===== config.mk =====
export PLATFORM = sky130hd
export DESIGN_NAME = cache_read_resp
export DESIGN_NICKNAME = d
export VERILOG_FILES = /design/src/rtl/cache_read_resp.sv
export SDC_FILE = /design/constraint.sdc
export NUM_CORES = 1
export LEC_CHECK = 0
export BUFFER_PORTS_ARGS = -buffer_cell sky130_fd_sc_hd__buf_4
export CORE_AREA = 2 2 439 441
export DETAILED_ROUTE_END_ITERATION = 16
export DIE_AREA = 0 0 441 443
export PLACE_DENSITY_LB_ADDON = 0.3
export SLEW_MARGIN = 40
export SYNTH_ARGS = -nofsm -noshare
export SYNTH_HDL_FRONTEND = slang
export SYNTH_SLANG_ARGS = --single-unit

===== constraint.sdc =====
create_clock -name clk -period 1.94 [get_ports clk]
set_clock_uncertainty 0.15 [all_clocks]
set_input_delay 0 -clock clk [delete_from_list [all_inputs] [get_ports clk]]
set_output_delay 0 -clock clk [all_outputs]
set_load 0.005 [all_outputs]

===== src/rtl/cache_read_resp.sv =====
// Read-side responder for the 2-way L1 data cache: returns hit words, or fetches the
// line on a miss (after an optional dirty-victim writeback) and hands it to the arrays.
module cache_read_resp (
   input  logic         clk,
   input  logic         rst,
   input  logic         mem_read,
   input  logic [31:0]  mem_address,
   input  logic         hit1,
   input  logic         hit2,
   input  logic [255:0] data1,
   input  logic [255:0] data2,
   input  logic         lru,
   input  logic         victim_dirty,
   input  logic         wb_done,
   input  logic [255:0] pmem_rdata,
   input  logic         pmem_resp,
   output logic [31:0]  mem_rdata,
   output logic         mem_resp,
   output logic         pmem_read,
   output logic [31:0]  pmem_address,
   output logic         wb_req,
   output logic         fill_we1,
   output logic         fill_we2,
   output logic [255:0] fill_data
);

   typedef enum logic [2:0] {IDLE, CHECK, WRITEBACK, MISS, FILL, RESP} state_t;

   state_t     state;
   logic [2:0] word_q;
   logic       lru_q;
   logic       unused_byte_bits;

   assign unused_byte_bits = ^mem_address[1:0];

   function automatic logic [31:0] pick(input logic [255:0] line, input logic [2:0] sel);
      pick = line[{sel, 5'b0} +: 32];
   endfunction

   // Strobes are registered alongside the state transition so each one
   // tracks exactly the state it belongs to.
   always_ff @(posedge clk) begin
      if (rst) begin
         state        <= IDLE;
         word_q       <= '0;
         lru_q        <= 1'b0;
         mem_rdata    <= '0;
         mem_resp     <= 1'b0;
         pmem_read    <= 1'b0;
         pmem_address <= '0;
         wb_req       <= 1'b0;
         fill_we1     <= 1'b0;
         fill_we2     <= 1'b0;
         fill_data    <= '0;
      end else begin
         mem_resp <= 1'b0;
         fill_we1 <= 1'b0;
         fill_we2 <= 1'b0;
         case (state)
            IDLE: begin
               if (mem_read) begin
                  word_q       <= mem_address[4:2];
                  pmem_address <= {mem_address[31:5], 5'b0};
                  state        <= CHECK;
               end
            end
            CHECK: begin
               if (hit1) begin
                  mem_rdata <= pick(data1, word_q);
                  mem_resp  <= 1'b1;
                  state     <= RESP;
               end else if (hit2) begin
                  mem_rdata <= pick(data2, word_q);
                  mem_resp  <= 1'b1;
                  state     <= RESP;
               end else begin
                  lru_q <= lru;
                  if (victim_dirty) begin
                     wb_req <= 1'b1;
                     state  <= WRITEBACK;
                  end else begin
                     pmem_read <= 1'b1;
                     state     <= MISS;
                  end
               end
            end
            WRITEBACK: begin
               if (wb_done) begin
                  wb_req    <= 1'b0;
                  pmem_read <= 1'b1;
                  state     <= MISS;
               end
            end
            MISS: begin
               if (pmem_resp) begin
                  fill_data <= pmem_rdata;
                  mem_rdata <= pick(pmem_rdata, word_q);
                  pmem_read <= 1'b0;
                  fill_we1  <= ~lru_q;
                  fill_we2  <= lru_q;
                  state     <= FILL;
               end
            end
            FILL: begin
               mem_resp <= 1'b1;
               state    <= RESP;
            end
            RESP: begin
               state <= IDLE;
            end
            default: begin
               state <= IDLE;
            end
         endcase
      end
   end

endmodule


Word level (Yosys, flattened, before mapping)

Cells that the tools add are included.
Widths: inputs -> output; s select.

Mux-type cells: 25
Divide/modulo/power cells: 0
Shifts and indexed selects: 3
Order comparisons: 0
$mul: 0
Equal/unequal tests: 12
Reductions and logical operators: 12
Add/subtract/negate cells: 0
Bitwise logic cells: 5

Operators by type and width:

| kind               | count |
|---|---|
| $shiftx 256x9->32  | 3 |
| $mux 32            | 3 |
| $pmux 32 s2        | 1 |
| $mux 3             | 5 |
| $pmux 3 s5         | 1 |
| $ne 2x2->1 const B | 7 |
| $mux 1             | 12 |
| $reduce_and 3->1   | 3 |
| $eq 3x2->1 const B | 2 |
| $reduce_and 6->1   | 1 |
| $not 1->1          | 5 |
| $reduce_and 5->1   | 1 |
| $pmux 1 s2         | 2 |
| $reduce_and 2->1   | 2 |
| $reduce_bool 2->1  | 2 |
| $eq 3x1->1 const B | 1 |
| $eq 3x3->1 const B | 1 |
| $logic_not 3->1    | 1 |
| $ne 3x3->1 const B | 1 |
| $pmux 1 s3         | 1 |
| $reduce_bool 3->1  | 1 |
| $reduce_or 3->1    | 1 |

Bits in latches: 0
Bits in registers: 327
Bits in read-only memories: 0
Memory bits (writable): 0
Memories: 0

Depth between registers and ports, before layout

Depth in word-level cells: 4
Gate-level depth with buffers: 10
Mapped depth without buffers: 5

Least setup slack after synthesis

No wires, ideal clock.

Kind: register to register
Start point: register state[0]
End point: register mem_rdata[18]
Period minus slack after synthesis: 1938 ps
Required time: 1659 ps
Arrival time: 1657 ps
Path slack: 2 ps
Stages on the path, launching flop included: 8
Path through: dfxtp_1 buf_2 nand3b_1 buf_4 mux4_2 or2_2 a21oi_1 nor4_1

Longest elaborated chain between the ends: 3

RTL lines:

| what                                                      | RTL line | text |
|---|---|---|
| start: declaration                                        | 29       | `state_t state;` |
| start signal: assignment                                  | 44       | `state <= IDLE;` |
| start signal: assignment                                  | 64       | `state <= CHECK;` |
| start signal: assignment                                  | 71       | `state <= RESP;` |
| $eq 3x1->1 / $eq 3x2->1 (equally long branches)           | 59       | `case (state)` |
| $ne 3x3->1 (no source line), or another cell as far along | --       |  |
| $reduce_and 3->1 (no source line)                         | --       |  |
| end signal: assignment                                    | 69       | `mem_rdata <= pick(data1, word_q);` |
| end signal: assignment                                    | 73       | `mem_rdata <= pick(data2, word_q);` |
| end signal: assignment                                    | 97       | `mem_rdata <= pick(pmem_rdata, word_q);` |
| end: declaration                                          | 17       | `output logic [31:0] mem_rdata,` |

Parallel ways exist; a longest one is shown, timed or not.
A chain may end at the register's enable or synchronous reset.

Final worst setup path

Start point: register state[2]
End point: register mem_rdata[1]

Same word-level chain as after synthesis.

==> results.py <==
metrics = {
    "sta": {
        "slew_viol_final": 0,
        "hold_violations": 1,
        "finalSetupTns_ps": -15170,
        "rsz0062_at_grt": "yes",
        "fin_hold_ws_ps": -15.76,
        "final.min_clock_period_ps": 2438,
        "setup_viol": 217,
        "worst_pin_slew_ps": 799.3,
        "final.setup.worst_slack_ps": -497.5,
        "fin_crit_sh_pct": 125.6,
        "slew-limit-headroom_pct": 46.31,
        "fmax_mhz": 410.3,
    },
    "yosys": {
        "postSynthAreaPerCell_um2": 8.578,
        "synth_top_flop_cell": "dfxtp_1",
        "synthDominantCellAreaShare_pct": 36.53,
        "yosys.area.top_type": "dfxtp_1",
        "ys_types": 50,
        "yosys_warnings": 0,
        "synth.cell_area_mm2": 0.01792,
        "synth_common_cells": "nand2_1, dfxtp_1, a21oi_1",
        "yosysSeqAreaShare_pct": 36.53,
        "yosysMostFrequentCell": "nand2_1",
        "ys_seq_elements": 327,
        "ys_top_cells_by_area": "dfxtp_1, mux4_2, nand2_1",
        "async_flop_share_pct": 0,
        "synth_cells": 2089,
        "synth_edf_count": 0,
    },
    "min_path": {
        "hp-class": "input port to flop",
        "min_to": "mem_rdata[19]",
        "min_from": "data1[211]",
        "holdPathStages": 6,
    },
    "job": {
        "maxCapViolations": 0,
    },
    "floorplanning": {
        "floorplan.initialDensity_pct": 9.374,
        "ios": 1134,
        "num_rows": 161,
        "die_y_um": 443,
        "die_area_mm2": 0.1954,
        "die_x_um": 441,
        "core_mm2": 0.1912,
    },
    "grt": {
        "use_met3_pct": 5.146,
        "top_usage_layer": "met2",
        "grt_pass1_wl_um": 264600,
        "antenna_found_initial": 78,
        "grt_max_degree": 72,
        "met2_usage_pct": 35.45,
        "grt-ovfl-total": 0,
        "grt_usage_pct": 20.57,
        "grtUsageMet1_pct": 25.57,
        "grt_pass1_vias": 26760,
    },
    "setup_path": {
        "required_ps": 2300,
        "r2r_cells": 8,
        "endpoint_kind": "flop",
        "cp_data_arrival_time_ps": 2790,
        "critPathKind": "flop to flop",
        "r2r-end": "mem_rdata[1]",
        "start_kind": "flop",
        "r2r_start": "state[2]",
        "crit_fanout": 5,
        "r2r_setup_slack_ps": -500,
    },
    "outcome": {
        "status": "complete, but fails checks",
        "violations": "negative hold slack, negative setup slack",
    },
    "clock_tree": {
        "clk_pin_slew_worst_paths_ps": 60,
        "htreeDepth": 2,
        "insertion_delay_ps": 670,
        "clock_path_buffers": 3,
        "cts_buffers": 50,
        "cts_tree": "done",
        "cts.sinks": 327,
        "root_buffer": "clkbuf_16",
    },
    "drt": {
        "drcViolationCount": 0,
        "ant_nets": 0,
        "drtIter0Drc": 1653,
        "dr_total_vias": 26120,
        "dr.pass1.iters": 5,
        "routed_wl_um": 210700,
        "wl_per_cell_um": 31.33,
        "via_per_inst": 3.885,
    },
    "power_and_ir_drop": {
        "ir_drop_uv": 605.9,
        "p_leak_nw": 18.93,
        "p_total_mw": 25.76,
        "power.density_mw_per_mm2": 550.8,
    },
    "cells_and_area": {
        "fin_cells": 6725,
        "drive_gt1_share_pct": 60.81,
        "multiInputGateArea_mm2": 0.01444,
        "fin_nets": 4929,
        "final_area_mm2": 0.04678,
        "final_util_pct": 24.47,
        "syn2layout_area_growth_pct": 161.0,
        "regArea_mm2": 0.006559,
        "nFillCells": 20580,
    },
    "placed_design": {
        "dp.cells": 5808,
        "gp_congestion": 0.9351,
        "dp_hpwl_um": 168700,
        "port-buffer-count": 1126,
        "place_ws_ps": -1019,
        "placed_area_mm2": 0.03136,
    },
}
==> layout by cell type (no fill, tap or decap), types with 8 or more instances in the layout <==
master	instances
mux2i_1	55
a211oi_2	34
buf_16	53
buf_12	96
nor2_2	18
dfxtp_1	321
nor2_1	76
nand2_2	113
o21ai_2	9
buf_4	1304
o21ai_0	15
nand2_1	285
mux4_2	108
diode_2	40
a211oi_4	22
nand2_4	190
dlygate4sd3_1	617
mux2_2	85
nor2b_1	18
a21oi_2	182
a211oi_1	34
clkbuf_16	60
nor2_4	13
a21oi_1	118
buf_6	65
clkbuf_8	10
buf_8	29
o22ai_1	8
nor4_2	10
mux2i_4	25
nor3_1	9
==> metal layers <==
layer / up-vias / share of wire [%] / wire [µm]
li1: 11570 / - / -
met1: 13240 / 41 / 86390
met2: 1087 / 49 / 103900
met3: 218 / 7.4 / 15700
met4: 18 / 2.2 / 4629
met5: - / 0.055 / 116
==> kinds of logic (layout without fill, tap and decap cells) <==
kind of cell	Yosys count	count (layout)	share of synthesized area, %
mux	289	289	24.35
simple gates	779	779	17.41
buf+inv	201	2267	5.725
compound gates	492	492	15.96
flops	327	327	36.53
other cells	1	45	0.02093
==> state kept, by name (all words and copies together), names as in the netlist <==
register      count
lru_q             1
mem_resp          1
word_q            3
fill_data       256
pmem_address     27
pmem_read         1
fill_we1          1
fill_we2          1
wb_req            1
state             3
mem_rdata        32
==> area by class of cell <==
type	instances	area share, %
sequential	327	14.02
multi-input combinational	1565	30.88
clock inverter	23	0.5724
timing repair buffer	2174	44.42
antenna	40	0.2140
clock buffer	68	3.124
tap	2526	6.757
inverter	2	0.01605
==> critical path: stages, from the launching register on <==
cell and delay, ps:
dfxtp_2 330, nand3b_1 210, buf_6 180, buf_12 130, buf_8 120, mux2i_4 180
o32ai_4 130, nor4_4 740, nor4_2 110
==> power by group <==
part           switching, mW  leakage [nW]  total (mW)  internal, mW
sequential             0.213          2.65        7.14          6.93
clock                   4.10         0.836        9.92          5.81
combinational           4.33          15.4        8.71          4.37
==> worst max-delay path by stage <==
stage             start       endpoint  cells after the start  slack, ps
2_1_floorplan  state[0]  mem_rdata[18]                      7          2
3_3_place_gp       hit1  mem_rdata[23]                      7      -1690
3_5_place_dp   state[2]  mem_rdata[22]                      8      -1020
4_1_cts        state[2]   mem_rdata[1]                      8       -480
5_1_grt        state[2]   mem_rdata[1]                      8       -450
6_report       state[2]   mem_rdata[1]                      8       -500
==> timing repair <==
| action | in CTS | in global routing |
|---|---|---|
| pin swaps | 312 | 277 |
| endpoints found under the setup margin | 242 | 295 |
| hold endpoints to repair | 325 | 2 |
| hold buffers | 614 | 3 |
| gates resized for setup | 763 | 512 |
| cloned | 54 | 9 |
| setup buffers | 130 | 39 |
(Power assumes the default switching activity.)
